===== src/rtl/nibbleadd_seq.sv =====
// nibbleadd_seq: drives an external nibble adder twice per operand pair
// (low nibbles, then high nibbles) and merges the two partial sums into a
// 9-bit byte sum presented on a valid/ready output.
//
//  state | meaning
//  ------+-----------------------------------------------------------
//  IDLE  | waiting for an operand pair, in_ready=1
//  LO    | adder sees low nibbles (add_ctrl=0), capture partial lo_r
//  HI    | adder sees high nibbles (add_ctrl=1), form {carry,sum}
//  DONE  | out_valid=1, sum/carry held until out_ready
module nibbleadd_seq #(
   parameter int CNT_W = 8
) (
   input  logic             clk,
   input  logic             rst_n,
   input  logic             in_valid,
   output logic             in_ready,
   input  logic [7:0]       in_a,
   input  logic [7:0]       in_b,
   output logic [7:0]       add_a,
   output logic [7:0]       add_b,
   output logic             add_ctrl,
   input  logic [4:0]       add_q,
   output logic             out_valid,
   input  logic             out_ready,
   output logic [7:0]       sum,
   output logic             carry,
   output logic [CNT_W-1:0] txn_cnt
);

   typedef enum logic [1:0] {
      IDLE = 2'd0,
      LO   = 2'd1,
      HI   = 2'd2,
      DONE = 2'd3
   } state_t;

   state_t     state;
   logic [4:0] lo_r;

   // add_a/add_b double as the operand registers: they are loaded on accept
   // and held through IDLE/DONE, so the adder inputs never glitch mid-run.
   // Sequencer state, adder drive, result and transaction counter.
   always_ff @(posedge clk) begin
      if (!rst_n) begin
         state     <= IDLE;
         in_ready  <= 1'b1;
         out_valid <= 1'b0;
         sum       <= 8'd0;
         carry     <= 1'b0;
         txn_cnt   <= '0;
         add_a     <= 8'd0;
         add_b     <= 8'd0;
         add_ctrl  <= 1'b0;
         lo_r      <= 5'd0;
      end else begin
         unique case (state)
            IDLE: begin
               if (in_valid && in_ready) begin
                  add_a    <= in_a;
                  add_b    <= in_b;
                  add_ctrl <= 1'b0;
                  in_ready <= 1'b0;
                  state    <= LO;
               end
            end
            LO: begin
               lo_r     <= add_q;
               add_ctrl <= 1'b1;
               state    <= HI;
            end
            HI: begin
               // high partial is weighted by 16; worst case 16*30+30 fits 9 bits
               {carry, sum} <= {add_q, 4'b0000} + {4'b0000, lo_r};
               out_valid    <= 1'b1;
               state        <= DONE;
            end
            DONE: begin
               if (out_ready) begin
                  out_valid <= 1'b0;
                  txn_cnt   <= txn_cnt + CNT_W'(1);
                  in_ready  <= 1'b1;
                  state     <= IDLE;
               end
            end
            default: begin
               state <= IDLE;
            end
         endcase
      end
   end

endmodule


===== config.mk =====
export PLATFORM = sky130hd
export DESIGN_NAME = nibbleadd_seq
export DESIGN_NICKNAME = d
export VERILOG_FILES = /design/src/rtl/nibbleadd_seq.sv
export SDC_FILE = /design/constraint.sdc
export NUM_CORES = 1
export LEC_CHECK = 0
export CELL_PAD_IN_SITES_DETAIL_PLACEMENT = 1
export CELL_PAD_IN_SITES_GLOBAL_PLACEMENT = 1
export CORE_MARGIN = 2
export CORE_UTILIZATION = 28
export DETAILED_ROUTE_END_ITERATION = 7
export GPL_TIMING_DRIVEN = 1
export PLACE_DENSITY_LB_ADDON = 0.15
export SYNTH_ARGS = -nofsm -noshare
export SYNTH_HDL_FRONTEND = slang
export SYNTH_SLANG_ARGS = --single-unit

===== constraint.sdc =====
create_clock -name clk -period 2.03 [get_ports clk]
set_input_delay 0.406 -clock clk [delete_from_list [all_inputs] [get_ports clk]]
set_output_delay 0.406 -clock clk [all_outputs]
set_load 0.02 [all_outputs]

==> results of run 1 <==
==> final cells by class <==
class | count | area share [%]
inverter | 5 | 0.740
tap | 75 | 3.70
multi-input combinational | 141 | 32.5
clock buffer | 5 | 2.71
timing repair buffer | 67 | 25.8
sequential | 43 | 34.0
clock inverter | 3 | 0.592
==> registers in the layout (all words and copies together), names as in the netlist <==
signal / cells
add_a: 8
add_b: 8
add_ctrl: 1
carry: 1
in_ready: 1
lo_r: 5
out_valid: 1
state: 2
sum: 8
txn_cnt: 8
==> logic make-up (layout without fill, tap and decap cells) <==
kind of cell / count (synthesis) / in the layout / synth area share [%]
buffers and inverters: 17 / 80 / 4.40
muxes: 11 / 11 / 6.25
and+or+nand+nor: 73 / 73 / 18.9
AOI/OAI and AO/OA: 44 / 44 / 13.5
xor gates and xnor gates: 5 / 5 / 2.48
adders and majority gates: 8 / 8 / 5.68
DFF: 43 / 43 / 48.8
==> metrics by stage <==
| step | hold slack [ps] | util (%) | instances | setup WS (ps) |
|---|---|---|---|---|
| 3_3_place_gp | 442 | 40.9 | 331 | 217 |
| 4_1_cts | 463 | 42.3 | 339 | 184 |
| 2_1_floorplan | 460 | - | 201 | 574 |
| 5_1_grt | 489 | 42.3 | 339 | 160 |
| 6_report | 457 | 42.3 | 339 | 213 |
| 3_5_place_dp | 450 | 40.9 | 331 | 201 |
==> Yosys cell counts (all sizes together), types with 2 or more instances <==
master,instances,area (sq um)
a21oi,30,150
buf,5,32.5
clkbuf,7,26.3
dfxtp,43,861
ha,8,100
inv,5,18.8
mux2i,11,110
nand2,37,139
nand2b,2,12.5
nand3,9,45.0
nor2,15,56.3
o21ai,8,40.0
o31ai,2,15.0
or3,3,18.8
or4,2,15.0
xor2,4,35.0
==> power groups by stage <==
stage	combinational [mW]	sequential, mW	clock (mW)
after floorplan	0.507	1.26	0
after global placement	1.08	1.13	0
after detailed placement	1.09	1.14	0
after CTS	1.09	1.12	0.559
after global routing	1.19	1.14	0.592
final	1.07	1.11	0.528
==> per-layer routing <==
metal,track usage (%),vias to the layer above
met5,0,-
met4,5.51,0
met3,3.78,7
met2,20.9,38
met1,15.8,746
li1,-,794
==> worst paths after layout <==
path                    from         end  slack [ps]  cells after the start
setup reg to reg    state[0]  txn_cnt[7]         540                      4
setup / recovery  txn_cnt[0]  txn_cnt[0]         210                      1
hold reg to reg     add_a[0]    add_a[0]         460                      2
hold / removal      add_a[0]    add_a[0]         460                      2
==> flow_metrics.tcl, run 1 <==
set metrics [dict create \
    routedWlPerCell_microns 12.9 \
    die_h_microns 83.4 \
    hpwl_mm 3.23 \
    clock_tree.buffer_depth 2 \
    sequentialPowerShare_pct 41.0 \
    grt_use_total_pct 12.9 \
    finalWirelength_mm 4.38 \
    drtAntennaViolNets 0 \
    post_dp_cell_area_sq_um 2450 \
    final_common_cell "clkdlybuf4s50_1" \
    viasPerCell 4.68 \
    final-hold-violation-count 0 \
    drive_gt1_share_pct 6.44 \
    fill_cells 712 \
    avgSynthCellArea_sq_um 8.77 \
    design.core.area_sq_um 5990 \
    antenna_found_initial 0 \
    std_cell_rows 28 \
    vias 1585 \
    gp_congestion 0.699 \
    synth_nets 234 \
    required_ps 1620 \
    hp-class "reg -> reg" \
    max_slew.worst_pin.slew_ps 620 \
    num_antenna_cells 0 \
    clk_latency_ps 300 \
    initial_core_util_pct 29.4 \
    swShare_pct 35.6 \
    met2_length_mm 2.03 \
    crit_path_max_incr_delay_ps 650 \
    post_cts_resize_count 0 \
    synth_seq_cells 43 \
    multi_input_area_sq_um 825 \
    p_leak_nw 0.936 \
    final-setup-viol-count 0 \
    critPathMaxFanout 6 \
    fin_tns_setup_ps 0 \
    clk_pin_slew_ps 80 \
    clock_power_share_pct 19.5 \
    crit_arrival_ps 1410 \
    slew_headroom_pct 58.6 \
    fin_crit_ps 1820 \
    p_per_area_nw_per_um2 1070 \
    grt_overflow 0 \
    die_width_microns 83.4 \
    fin_skew_ps 4.81 \
    cp_top_family "buffers and inverters" \
    fmax_mhz 550 \
    dieArea_sq_um 6950 \
    root_buffer "clkbuf_8" \
    grt_pass1_vias 1622 \
    status "completed" \
    synth_edf_count 0 \
    io_buffers 60 \
    endpoint_kind "output port" \
    combPwrFrac_pct 39.6 \
    cts_buffers 5 \
    final_cell_area_sq_um 2530 \
    nNetsFinal 296 \
    grt_max_degree 31 \
    syn2layout_area_growth_pct 43.8 \
    synth_area_sq_um 1760 \
    net-switching-power_uw 965 \
    route.met3.wl_microns 200 \
    rsz0062_at_grt "no" \
    wirelength_met1_mm 2.07 \
    hold_buffers 0 \
    slowest_stage "clkdlybuf4s50_1" \
    io_pins 61 \
    cts_sinks 43 \
    drtIter0Drc 36 \
    async_reset_ff_share_pct 0 \
    cp-start-kind "register" \
    highest_layer "met4" \
    route.detailed.drc 0 \
    cts_tree "built" \
    most-common-layout-cells "clkdlybuf4s50_1, dfxtp_1, nand2_1, a21oi_1, nor2_1" \
    ys_warn_count 0 \
    p_int_mw 1.75 \
    ctsHtreeMaxLevel 2 \
    timing_worst_setup_path_type "reg -> out" \
    synth_seq_area_share_pct 48.8 \
    dr.pass1.iters 5 \
    ir_worst_vdd_mv 0.440 \
    p_total_mw 2.71 \
    ys.flop_type "dfxtp_1" \
    grt_pass1_wl_mm 7.35 \
    post_cts_buffers 0 \
    crit_buf_inv 1 \
    period_share_pct 89.5 \
    crit_chain "clkdlybuf4s50_1" \
    syn_inst 201 \
    regArea_sq_um 861 \
    maxCapViolations 0 \
    slew_viol_final 0 \
    synth.distinct_cells 29 \
]
(Power assumes the default switching activity.)
==> run 2, diff against run 1 <==
Settings changed: CTS_CLUSTER_DIAMETER set to 150.
==> results of run 2 <==
Same layout as run 1: the final DEF is identical, and so are final timing and power.
